**src/rtl/cbus_rr_arbiter_pkg.sv**
```systemverilog
`default_nettype none
// ============================================================================
// Module      : cbus_rr_arbiter_pkg
// Description : CBus request/response types and helpers shared by the
//               round-robin arbiter and its sub-module.
// Revision    : 1.0 - initial release
// ============================================================================
package cbus_rr_arbiter_pkg;

    localparam int CBUS_ADDR_W = 32;
    localparam int CBUS_DATA_W = 32;
    localparam int CBUS_LEN_W  = 8;

    typedef struct packed {
        logic                     valid;
        logic                     write;
        logic [CBUS_ADDR_W-1:0]   addr;
        logic [2:0]               size;
        logic [CBUS_LEN_W-1:0]    len;
        logic [CBUS_DATA_W/8-1:0] strobe;
        logic [CBUS_DATA_W-1:0]   data;
    } cbus_req_t;

    typedef struct packed {
        logic                   ready;
        logic                   last;
        logic [CBUS_DATA_W-1:0] data;
    } cbus_resp_t;

    // Increment an index modulo n.
    function automatic int rr_wrap_inc(input int idx, input int n);
        return (idx + 1 >= n) ? 0 : idx + 1;
    endfunction

endpackage
`default_nettype wire

```
**src/rtl/cbus_rr_arbiter_rr_pick.sv**
```systemverilog
`default_nettype none
// ============================================================================
// Module      : cbus_rr_arbiter_rr_pick
// Description : Combinational rotating-priority search: first valid,
//               non-excluded index at or after start_i, wrapping at N-1.
// Revision    : 1.0 - initial release
// ============================================================================
module cbus_rr_arbiter_rr_pick #(
    parameter int N     = 2,
    parameter int IDX_W = $clog2(N)
) (
    input  logic [N-1:0]     valid_i,
    input  logic [IDX_W-1:0] start_i,
    input  logic [N-1:0]     excl_i,
    output logic             hit_o,
    output logic [IDX_W-1:0] idx_o
);

    logic [N-1:0] w_cand;
    int           w_pos;

    assign w_cand = valid_i & ~excl_i;

    always_comb begin
        hit_o = 1'b0;
        idx_o = '0;
        w_pos = 0;
        for (int k = 0; k < N; k++) begin
            w_pos = int'(start_i) + k;
            if (w_pos >= N) begin
                w_pos = w_pos - N;
            end
            if (!hit_o && w_cand[IDX_W'(w_pos)]) begin
                hit_o = 1'b1;
                idx_o = IDX_W'(w_pos);
            end
        end
    end

endmodule
`default_nettype wire

```
**src/rtl/cbus_rr_arbiter.sv**
```systemverilog
`default_nettype none
// ============================================================================
// Module      : cbus_rr_arbiter
// Description : Round-robin arbiter sharing one downstream CBus port between
//               NUM_INPUTS masters; ownership lasts a whole transaction.
// Revision    : 1.0 - initial release
// ============================================================================
module cbus_rr_arbiter
    import cbus_rr_arbiter_pkg::*;
#(
    parameter int NUM_INPUTS = 2,
    parameter int IDX_W      = $clog2(NUM_INPUTS)
) (
    input  logic                        clk,
    input  logic                        reset,
    input  cbus_req_t  [NUM_INPUTS-1:0] ireqs,
    output cbus_resp_t [NUM_INPUTS-1:0] iresps,
    output cbus_req_t                   oreq,
    input  cbus_resp_t                  oresp,
    output logic                        busy,
    output logic [IDX_W-1:0]            grant_idx
);

    typedef enum logic [0:0] {
        ST_IDLE  = 1'b0,
        ST_OWNED = 1'b1
    } state_e;

    state_e                  state_q, state_d;
    logic [IDX_W-1:0]        owner_q, owner_d;
    logic [IDX_W-1:0]        rr_ptr_q, rr_ptr_d;

    logic [NUM_INPUTS-1:0]   w_valid;
    logic [NUM_INPUTS-1:0]   w_excl;
    logic [IDX_W-1:0]        w_owner_inc;
    logic [IDX_W-1:0]        w_idle_idx;
    logic [IDX_W-1:0]        w_rel_idx;
    logic                    w_idle_hit;
    logic                    w_rel_hit;
    logic                    w_release;

    for (genvar gi = 0; gi < NUM_INPUTS; gi++) begin : g_valid
        assign w_valid[gi] = ireqs[gi].valid;
    end

    assign w_owner_inc = IDX_W'(rr_wrap_inc(int'(owner_q), NUM_INPUTS));
    assign w_release   = (state_q == ST_OWNED) && oresp.ready && oresp.last;

    // The finishing master still shows valid in its last beat; mask it out.
    always_comb begin
        w_excl          = '0;
        w_excl[owner_q] = 1'b1;
    end

    cbus_rr_arbiter_rr_pick #(
        .N     (NUM_INPUTS),
        .IDX_W (IDX_W)
    ) u_pick_idle (
        .valid_i (w_valid),
        .start_i (rr_ptr_q),
        .excl_i  ('0),
        .hit_o   (w_idle_hit),
        .idx_o   (w_idle_idx)
    );

    cbus_rr_arbiter_rr_pick #(
        .N     (NUM_INPUTS),
        .IDX_W (IDX_W)
    ) u_pick_release (
        .valid_i (w_valid),
        .start_i (w_owner_inc),
        .excl_i  (w_excl),
        .hit_o   (w_rel_hit),
        .idx_o   (w_rel_idx)
    );

    always_ff @(posedge clk) begin
        if (reset) begin
            state_q  <= ST_IDLE;
            owner_q  <= '0;
            rr_ptr_q <= '0;
        end else begin
            state_q  <= state_d;
            owner_q  <= owner_d;
            rr_ptr_q <= rr_ptr_d;
        end
    end

    always_comb begin
        state_d  = state_q;
        owner_d  = owner_q;
        rr_ptr_d = rr_ptr_q;
        case (state_q)
            ST_IDLE: begin
                if (w_idle_hit) begin
                    owner_d = w_idle_idx;
                    state_d = ST_OWNED;
                end
            end
            ST_OWNED: begin
                if (w_release) begin
                    rr_ptr_d = w_owner_inc;
                    if (w_rel_hit) begin
                        owner_d = w_rel_idx;
                    end else begin
                        state_d = ST_IDLE;
                    end
                end
            end
            default: state_d = ST_IDLE;
        endcase
    end

    // Request and response paths are pure muxes: no register stage on data.
    always_comb begin
        oreq   = '0;
        iresps = '0;
        if (state_q == ST_OWNED) begin
            oreq            = ireqs[owner_q];
            iresps[owner_q] = oresp;
        end
    end

    assign busy      = (state_q == ST_OWNED);
    assign grant_idx = owner_q;

endmodule
`default_nettype wire

```
**config.mk**
```make
export PLATFORM = sky130hd
export DESIGN_NAME = cbus_rr_arbiter
export DESIGN_NICKNAME = d
export VERILOG_FILES = /design/src/rtl/cbus_rr_arbiter_pkg.sv /design/src/rtl/cbus_rr_arbiter_rr_pick.sv /design/src/rtl/cbus_rr_arbiter.sv
export SDC_FILE = /design/constraint.sdc
export NUM_CORES = 1
export LEC_CHECK = 0
export ABC_AREA = 1
export CORE_AREA = 2 2 137 139
export DETAILED_ROUTE_END_ITERATION = 16
export DIE_AREA = 0 0 139 141
export HOLD_SLACK_MARGIN = 0.08
export SLEW_MARGIN = 20
export SYNTH_ARGS = -nofsm -noshare
export SYNTH_HDL_FRONTEND = slang
export SYNTH_SLANG_ARGS = --single-unit
```
**constraint.sdc**
```tcl
create_clock -name clk -period 2.9 [get_ports clk]
set_input_delay 0.58 -clock clk [delete_from_list [all_inputs] [get_ports clk]]
set_output_delay 0.58 -clock clk [all_outputs]
set_load 0.02 [all_outputs]
```
==> reports/results.tsv <==
stage	metric	value	unit
floorplan	die_width	139	um
detailed_routing	drc	0	
critical_path	crit_type	reg -> out	
global_routing	grt_antenna_before_repair	0	
timing	hold_viol_final	0	
critical_path	worstPathArrival	2080	ps
power_and_ir_drop	total_power	0.00113	W
final_layout	fillers	2017	
clock_network	h-tree-depth	1	
detailed_routing	drt_pass1_iterations	4	
floorplan	start_util	8.58	%
critical_path	crit_required	2320	ps
timing	tns	0	ps
logic_synthesis	synth_seq_cells	3	
detailed_routing	routed_wl	11200	um
global_routing	grt_remaining_overflow	0	
critical_path	crit_path_end_kind	output port	
critical_path	cp_slowest_cell	clkdlybuf4s50_1	
global_routing	first_global_vias	3469	
timing	maxSlewViolCount	0	
timing	min_period_over_period	91.6	%
floorplan	pin_count	349	
logic_synthesis	synth_fp_nets	587	
final_layout	drive_gt1_share	2.33	%
global_routing	grt_pass1_wl	17300	um
timing	whs	461	ps
timing	clock.fmax	376	MHz
timing	skew	0.916	ps
timing	tightest_slew	362	ps
clock_network	root_buffer	clkbuf_16	
final_layout	final_common_cell	clkdlybuf4s50_1	
final_layout	fin_nets	928	
place	hpwlAfterDp	9410	um
clock_network	cts_tree	yes	
global_routing	grt_util_met2	20.6	%
clock_network	clock_latency	220	ps
clock_network	cts_sinks	3	
min_path	hp-class	reg -> reg	
logic_synthesis	yosys_warnings	0	
logic_synthesis	yosysSeqAreaShare	3.83	%
job	max_cap_violations	0	
timing	final-setup-viol-count	0	
timing	relSlewSlack	75.9	%
floorplan	die_h	141	um
final_layout	multi_input_area	0.00124	mm2
critical_path	r2r_slack	1750	ps
logic_synthesis	postSynthAreaPerCell	4.03	um2
critical_path	critPathLaunchType	register	
clock_network	cts_setup_buffers	0	
detailed_routing	vias	3445	
detailed_routing	viasPerCell	3.58	
place	io_buffer_count	348	
power_and_ir_drop	ir_drop	0.236	mV
global_routing	busiest_layer	met2	
critical_path	crit_fanout	45	
logic_synthesis	synthCells	389	
global_routing	track_usage	10.6	%
clock_network	cts_buffers	3	
final_layout	syn_to_final_growth	246	%
floorplan	core	0.0183	mm2
clock_network	cts_resized	0	
status	outcome	finished, final reports clean	
power_and_ir_drop	p_leak	2.47	nW
clock_network	cts_max_path_buffers	2	
final_layout	antenna_cells	0	
detailed_routing	ant_nets	0	
floorplan	placementRows	50	
timing	worst_slack	242	ps
logic_synthesis	syn_area	0.00157	mm2
critical_path	crit_path_max_incr_delay	620	ps
global_routing	met3_usage	3.09	%
detailed_routing	drtIter0Drc	75	
critical_path	path_cells	inv_2, nor2_4, buf_12, buf_12, nand2_1, nand2_1, clkdlybuf4s50_1	
clock_network	clk_pin_slew_worst_paths	30	ps
global_routing	grt_max_degree	46	
detailed_routing	routedWlPerCell	11.7	um
clock_network	hold_buffers	0	
global_routing	grt.met1_usage	11.9	%
floorplan	dieArea	0.0196	mm2
place	post-place-ws	340	ps
place	routabilityCongestion	0.744	
final_layout	seq_area	60.1	um2
final_layout	final_cell_mix	348 x clkdlybuf4s50_1, 250 x nand2_1, 68 x nor2_1	
timing	period_needed	2660	ps
logic_synthesis	yosysUniqueCellTypes	13	
power_and_ir_drop	powerDensity	208	mW/mm2
timing	rsz0062_at_grt	false	
worst paths after layout:
path | from | end | cells after the start
max | busy | oreq[73] | 7
min reg2reg | rr_ptr_q | rr_ptr_q | 2
max reg2reg | grant_idx | busy | 5
min | rr_ptr_q | rr_ptr_q | 2
stage by stage:
stage | cells | area [um2] | utilization (%)
6_report | 963 | 5420 | 29.7
4_1_cts | 963 | 5420 | 29.7
5_1_grt | 963 | 5420 | 29.7
2_1_floorplan | 389 | 1570 | -
3_5_place_dp | 959 | 5350 | 29.3
3_3_place_gp | 959 | 5350 | 29.3
synthesized netlist by cell type (all sizes together):
library cell	number	area share [%]
nand2	251	60
nor2	69	17
inv	38	9.1
buf	22	7.9
a21oi	3	0.96
dfxtp	3	3.8
nand3	2	0.64
o21ai	1	0.32
cell families (layout without fill, tap and decap cells):
family / Yosys count / in the layout / share of synthesized area (%)
DFF: 3 / 3 / 3.83
AOI/OAI and AO/OA: 4 / 4 / 1.28
and+or+nand+nor: 322 / 322 / 77.9
buffers and inverters: 60 / 400 / 17.0
state kept, by name, summed over array words and instances, names as in the netlist:
register,count
grant_idx,1
rr_ptr_q,1
busy,1
critical path: cells and delay by family (launching register included):
kind | cells | cell delay (ps)
flops | 1 | 440
buf+inv | 4 | 1120
simple gates | 3 | 250
cell type report:
class	count	share of cell area [%]
well taps	234	5.40
multi-input cells	326	22.9
inverters	38	2.63
flip-flops and latches	3	1.11
repair buffers	358	66.5
clock buffers	4	1.45
per-layer routing:
metal / vias up / part of all wire [%]
met4: 0 / 0.39
met2: 215 / 51
met5: - / 0
li1: 1794 / -
met1: 1432 / 38
met3: 4 / 10
power by group:
group	total, W	internal (W)	switching [W]
clock network	0.000221	0.000182	0.0000398
logic	0.000861	0.000487	0.000374
registers	0.0000486	0.0000444	0.00000420
(Power assumes the default switching activity.)
